<file path="config.mk">
export PLATFORM = sky130hd
export DESIGN_NAME = mtr_pwm_drv
export DESIGN_NICKNAME = d
export VERILOG_FILES = /design/src/rtl/mtr_pwm_drv.sv
export SDC_FILE = /design/constraint.sdc
export NUM_CORES = 1
export LEC_CHECK = 0
export BUFFER_PORTS_ARGS = -buffer_cell sky130_fd_sc_hd__buf_2
export CORE_ASPECT_RATIO = 0.6
export CORE_MARGIN = 2
export CORE_UTILIZATION = 41
export DETAILED_ROUTE_END_ITERATION = 10
export GPL_TIMING_DRIVEN = 0
export PLACE_DENSITY = 0.63
export SLEW_MARGIN = 10
export SYNTH_ARGS = -nofsm -noshare
export SYNTH_HDL_FRONTEND = slang
export SYNTH_SLANG_ARGS = --single-unit
</file>
<file path="constraint.sdc">
create_clock -name clk -period 4.4 [get_ports clk]
set_input_delay 0.66 -clock clk [delete_from_list [all_inputs] [get_ports clk]]
set_output_delay 0.66 -clock clk [all_outputs]
set_load 0.005 [all_outputs]
</file>
<file path="src/rtl/mtr_pwm_drv.sv">
// Dual-channel H-bridge PWM driver: shared 2048-clk period counter, period-boundary
// duty shadowing, and per-motor non-overlap FSM producing complementary fwd/rev drive.
module mtr_pwm_drv #(
    parameter int NONOVERLAP = 32
) (
    input  logic               clk,
    input  logic               rst_n,
    input  logic signed [10:0] lft_spd,
    input  logic signed [10:0] rght_spd,
    output logic               lft_fwd,
    output logic               lft_rev,
    output logic               rght_fwd,
    output logic               rght_rev,
    output logic               period_strt
);

    localparam logic [1:0]  ST_FWD    = 2'd0;
    localparam logic [1:0]  ST_REV    = 2'd1;
    localparam logic [1:0]  ST_DEAD   = 2'd2;
    localparam logic [7:0]  DCNT_LAST = 8'(NONOVERLAP - 1);
    localparam logic [10:0] CNT_LAST  = 11'h7FF;
    localparam logic [10:0] DUTY_RST  = 11'h400;

    logic [10:0] cnt_q, cnt_d;
    logic        period_end;
    logic [10:0] spd_in [2];
    logic [1:0]  fwd_o, rev_o;

    always_comb begin
        cnt_d = cnt_q + 11'd1;
    end

    always_ff @(posedge clk or negedge rst_n) begin
        if (!rst_n) cnt_q <= '0;
        else        cnt_q <= cnt_d;
    end

    assign period_strt = (cnt_q == 11'd0);
    assign period_end  = (cnt_q == CNT_LAST);

    assign spd_in[0] = lft_spd;
    assign spd_in[1] = rght_spd;

    generate
        for (genvar gi = 0; gi < 2; gi++) begin : g_ch
            logic [10:0] duty_q, duty_d;
            logic        raw;
            logic [1:0]  state_q, state_d;
            logic        tgt_q, tgt_d;
            logic [7:0]  dcnt_q, dcnt_d;

            // Offset-binary conversion: flipping the sign bit adds 0x400.
            always_comb begin
                duty_d = duty_q;
                if (period_end) duty_d = {~spd_in[gi][10], spd_in[gi][9:0]};
            end

            assign raw = (cnt_q < duty_q);

            always_comb begin
                state_d = state_q;
                tgt_d   = tgt_q;
                dcnt_d  = dcnt_q;
                case (state_q)
                    ST_FWD: begin
                        if (!raw) begin
                            state_d = ST_DEAD;
                            tgt_d   = 1'b0;
                            dcnt_d  = '0;
                        end
                    end
                    ST_REV: begin
                        if (raw) begin
                            state_d = ST_DEAD;
                            tgt_d   = 1'b1;
                            dcnt_d  = '0;
                        end
                    end
                    default: begin
                        // Unused encoding falls here too, so it behaves as dead time.
                        if (raw != tgt_q) begin
                            tgt_d  = raw;
                            dcnt_d = '0;
                        end else if (dcnt_q == DCNT_LAST) begin
                            state_d = tgt_q ? ST_FWD : ST_REV;
                        end else begin
                            dcnt_d = dcnt_q + 8'd1;
                        end
                    end
                endcase
            end

            always_ff @(posedge clk or negedge rst_n) begin
                if (!rst_n) begin
                    duty_q  <= DUTY_RST;
                    state_q <= ST_DEAD;
                    tgt_q   <= 1'b0;
                    dcnt_q  <= '0;
                end else begin
                    duty_q  <= duty_d;
                    state_q <= state_d;
                    tgt_q   <= tgt_d;
                    dcnt_q  <= dcnt_d;
                end
            end

            assign fwd_o[gi] = (state_q == ST_FWD);
            assign rev_o[gi] = (state_q == ST_REV);
        end
    endgenerate

    assign lft_fwd  = fwd_o[0];
    assign lft_rev  = rev_o[0];
    assign rght_fwd = fwd_o[1];
    assign rght_rev = rev_o[1];

endmodule

</file>
Word level (Yosys, flattened, before mapping)

Index checks and enable logic that the tools add are counted.

Muxes and demuxes: 30
Equality and inequality tests: 15
Add/subtract/negate cells: 3
Bitwise gates (word level): 2
Reductions and logical operators: 13
Magnitude comparators: 2

Operators by type and width:

| cell                                                                   | count |
|---|---|
| 8-bit 2-to-1 mux                                                       | 8 |
| 8-bit case mux with 2 select lines                                     | 2 |
| 11-bit less-than comparator                                            | 2 |
| 8-bit by 1-bit adder with 8-bit output (second input constant)         | 2 |
| 8-bit by 5-bit equality test with 1-bit output (second input constant) | 2 |
| 2-bit 2-to-1 mux                                                       | 8 |
| 3-bit AND reduction                                                    | 4 |
| 3-bit nonzero test                                                     | 4 |
| 11-bit by 1-bit adder with 11-bit output (second input constant)       | 1 |
| 11-bit equality test (second input constant)                           | 1 |
| 11-bit zero test                                                       | 1 |
| 1-bit 2-to-1 mux                                                       | 8 |
| 4-bit != test (second input constant)                                  | 2 |
| 2-bit case mux with 2 select lines                                     | 2 |
| 4-bit AND reduction                                                    | 2 |
| 3-bit != test (second input constant)                                  | 2 |
| 2-bit by 1-bit equality test with 1-bit output (second input constant) | 2 |
| 2-bit zero test                                                        | 2 |
| 2-bit by 1-bit != test with 1-bit output (second input constant)       | 2 |
| 2-bit != test (second input constant)                                  | 2 |
| 1-bit case mux with 2 select lines                                     | 2 |
| 1-bit != test                                                          | 2 |
| 1-bit inverter                                                         | 2 |

Logic and storage cells: 74
Bits of input ports: 24
Output and inout bits: 5
Bits in registers: 55

Depth between registers and ports, before layout

Word-level depth: 4
Gate-level depth with buffers: 9
Gate-level depth less buffers: 8

Worst setup path after synthesis

OpenSTA, ideal clock, no wires.

Path kind: register to register
From: register g_ch[1].duty_q[10]
To: register g_ch[1].dcnt_q[1]
Data required time: 4275 ps
Setup time: 125 ps
Cell stages (with the launch flop): 9
Data arrival time: 2320 ps
Buffers on the path: 0
Period minus slack after synthesis: 2445 ps
Path slack: 1955 ps
Cell sequence: dfstp_2 -> inv_1 -> ha_1 -> a21oi_1 -> o221ai_2 -> a211o_4 -> mux2_4 -> a31oi_4 -> mux2_4

Word-level cells in the longest chain between the ends: 4
Elaborated cells on any way between the ends: 8
Classes of those cells: 1 x order compare; 4 x eq/ne; 2 x mux; 1 x reduce/logical

Ends and longest elaborated chain:

| item                                                                                       | RTL line | source |
|---|---|---|
| start: declaration                                                                         | 46       | `logic [10:0] duty_q, duty_d;` |
| start signal: assignment                                                                   | 100      | `duty_q <= duty_d;` |
| 11-bit less-than comparator *                                                              | 58       | `assign raw = (cnt_q < duty_q);` |
| 1-bit != test                                                                              | 81       | `if (raw != tgt_q) begin` |
| 4-bit != test (no line) / 8-bit 2-to-1 mux (equally long branches)                         | n/a      |  |
| 3-bit AND reduction (no line) / 8-bit case mux with 2 select lines (equally long branches) | n/a      |  |
| end signal: assignment                                                                     | 103      | `dcnt_q <= dcnt_d;` |
| end: declaration                                                                           | 50       | `logic [7:0] dcnt_q, dcnt_d;` |

Mark *: on every way between the ends. The rest lies on a longest branch, timed or not.
A chain may end at the register's enable or synchronous reset.

Worst setup path after layout

Same ends and word-level chain as after synthesis.

==> results.toml <==
[grt]
number_of_global_route_vias_before_repair = 2205
remaining_overflow_grt = 0
grt.total_usage_pct = 17.1
grt_max_degree = 56
grt_pass1_wl_mm = 10.7
antenna_found_initial = 0

[place]
port-buffer-count = 28
placedCellCount = 438
post-dp-hpwl_mm = 4.52
dpl_worst_slack_ps = 1780
gpl.final_weighted_congestion = 0.835

[timing]
fin_crit_ps = 2630
max_slew_margin_pct = 40.3
final_hold_viol_count = 0
max_clock_freq_mhz = 381
report.final.setup_viol = 0
timing_max_transition_violations_final = 0
final.period_utilization_pct = 59.7
unrepaired_setup_endpoints_after_global_routing = "false"
worst_pin_slew_ps = 888
totalNegativeSetupSlack_ps = 0
fin_ws_ps = 1770
timing.clock.skew_ps = 9.06

[cells_and_area]
final_layout_size_suffix_gt1_share_pct = 15.5
synthesis_to_layout_area_growth_pct = 13.9
finish.cell_count_without_fillers = 446
postLayoutCoreUtil_pct = 47.7
antenna_cells_inserted = 0
nNetsFinal = 402

[worst_setup_path]
worst-setup-path-type = "flip-flop to flip-flop"
regToRegEndpoint = "g_ch[1].dcnt_q[1]"
setup.worst_path.end_class = "flip-flop"
timing.critical_path.from_type = "flip-flop"
worst_path_most_repeated_cell = "mux2_4"
critical_path.max_fanout = 8
crit_arrival_ps = 2820
critical_path.cell_chain = "inv_1 -> ha_1 -> a21oi_1 -> o221ai_2 -> a211o_4 -> mux2_4 -> a31oi_4 -> mux2_4"
cpPeakStageDelay_ps = 530
worstRegToRegCells = 8
critical_path.reg2reg.startpoint = "g_ch[1].duty_q[10]"
cp_slowest_cell = "dfstp_2"
rrSetupSlack_ps = 1770
endpoint = "g_ch[1].dcnt_q[1]"
timing.critical_path.required_ps = 4590
cp-startpoint = "g_ch[1].duty_q[10]"

[route]
routed_wirelength_mm = 6.17
postRouteAntennaNets = 0
drc_violation_total_after_the_first_tritonroute_iteration = 161
number_of_vias_after_detailed_routing = 2295
drc = 0
routedWlPerCell_um = 13.8
viasPerCell = 5.15
count_of_tritonroute_iterations_in_the_first_routing_pass = 5

[synth]
synth_most_common_cell = "dfrtp_1"
post-synth-top-area-fraction_pct = 42.5
synth_seq_cells = 55
synth-async-reset-ratio_pct = 100
synth_top_flop_cell = "dfrtp_1"
yosys.cell_types.count = 41
yosys-top-cells-area = "dfrtp_1, ha_1, nand2_1"
ys.warnings.count = 0
synth_commonest_cells = "dfrtp_1, nand2_1, inv_1"
synthesis.area_per_instance_um2 = 9.42
synthCells = 319
synth_seq_area_share_pct = 46.0
post_synth_instance_area_um2 = 3010
synth_enable_flop_cells = 0
synthDominantAreaCellType = "dfrtp_1"
nets_in_the_synthesized_netlist = 367

[clock_network]
clk_latency_ps = 300
clock_sink_count = 55
cts_buffer_count = 5
h-tree-depth = 2
cts_tree = "built"
postCtsResizedCells = 0
cts_root_buffer = "clkbuf_16"
max_clock_buf_depth = 2
cts.reportedPaths.clkPinSlew_ps = 70
post_cts_buffers = 0
cts_hold_buffers = 0

[power_and_ir_drop]
pwr-share-comb_pct = 2.1
power.static_leakage_uw = 0.00171
vdd_drop_max_v = 0.000164
switching_share_pct = 20.8
cellInternalPower_uw = 755
p_sw_uw = 198
power.density_nw_per_um2 = 279
p_clk_share_pct = 44.9
power.share.sequential_pct = 53.0

[job]
drv_cap = 0

[floorplanning]
floorplan.core_area_um2 = 7180
floorplan.rows = 24
die_y_um = 70.3
initial_core_util_pct = 41.9
die_area_um2 = 8050
design.portCount = 29
die_width_um = 115

[worst_hold_path]
hold_path_class = "input pin to async pin"

[outcome]
run_status = "finished, final reports clean"
worst min path at each step:
stage	startpoint	endpoint	slack, ps	cells after the start
final	rst_n	g_ch[0].tgt_q	400	1
after global routing	rst_n	g_ch[0].duty_q[5]	470	1
after CTS	rst_n	g_ch[0].duty_q[4]	440	1
after detailed placement	g_ch[0].duty_q[0]	g_ch[0].duty_q[0]	500	1
after global placement	g_ch[1].duty_q[0]	g_ch[1].duty_q[0]	490	1
after floorplan	rst_n	cnt_q[0]	360	0
state kept, by name (all words and copies together), names as in the netlist:
register,count
g_ch.dcnt_q,16
cnt_q,11
g_ch.tgt_q,2
g_ch.state_q,4
g_ch.duty_q,22
worst max-delay path, delay by kind of cell, from the launching register on:
kind,cells,cell delay [ps]
adder cells (fa/ha/maj),1,300
multiplexers,2,660
flip-flops,1,530
buffers and inverters,1,40
AO/OA/AOI/OAI,4,980
cell families (layout without fill, tap and decap cells):
family,after synthesis,in the layout,share of synthesized area (%)
AO/OA/AOI/OAI,64,64,13.4
XOR/XNOR,13,13,4.41
adder cells (fa/ha/maj),24,24,9.99
buffers and inverters,40,76,5.12
flip-flops,55,55,46.0
multiplexers,5,5,2.08
AND/OR/NAND/NOR,118,118,19.0
metal layers:
| layer | part of all wire (%) | GRT usage, % |
|---|---|---|
| met1 | 55 | 26.0 |
| met2 | 39 | 23.1 |
| met3 | 4.2 | 3.99 |
| met4 | 1.5 | 6.37 |
| met5 | 0 | 0 |
power by group through the flow:
stage / registers [uW] / logic [uW] / clock network, uW
after global routing: 505 / 23.1 / 463
after detailed placement: 515 / 20.9 / 0
after global placement: 515 / 20.5 / 0
final: 505 / 19.8 / 428
after floorplan: 515 / 0.219 / 0
after CTS: 505 / 21.0 / 438
final cells by class:
cell class / count / area (um2)
well taps: 91 / 114
clock buffers: 7 / 153
multi-input cells: 224 / 1470
inverters: 33 / 124
fillers: 709 / 3750
clock inverters: 1 / 7.51
plain buffers: 7 / 30.0
repair buffers: 28 / 143
flip-flops and latches: 55 / 1380
through the flow:
step	cell area (um2)	hold slack, ps	power [uW]
after floorplan	3010	364	515
after global placement	3260	487	536
after detailed placement	3260	496	536
after CTS	3420	441	965
after global routing	3420	470	991
final	3420	403	953
layout by cell type (no fill, tap or decap), drive strengths merged, types with 2 or more instances in the layout:
cell type,Yosys,final
dfrtp,51,51
nand2,40,40
inv,33,33
buf,3,31
o21ai,30,30
ha,24,24
nor2,23,23
nand3,20,20
a21oi,16,16
clkbuf,4,11
xnor2,8,8
and3,7,7
nor3,5,5
xor2,5,5
nor4,5,5
nand4,4,4
dfstp,4,4
o221ai,4,4
mux2,4,4
nand2b,3,3
nor2b,3,3
o211ai,3,3
nand3b,3,3
or2,2,2
and2,2,2
o22ai,2,2
a211o,2,2
(Power assumes the default switching activity.)
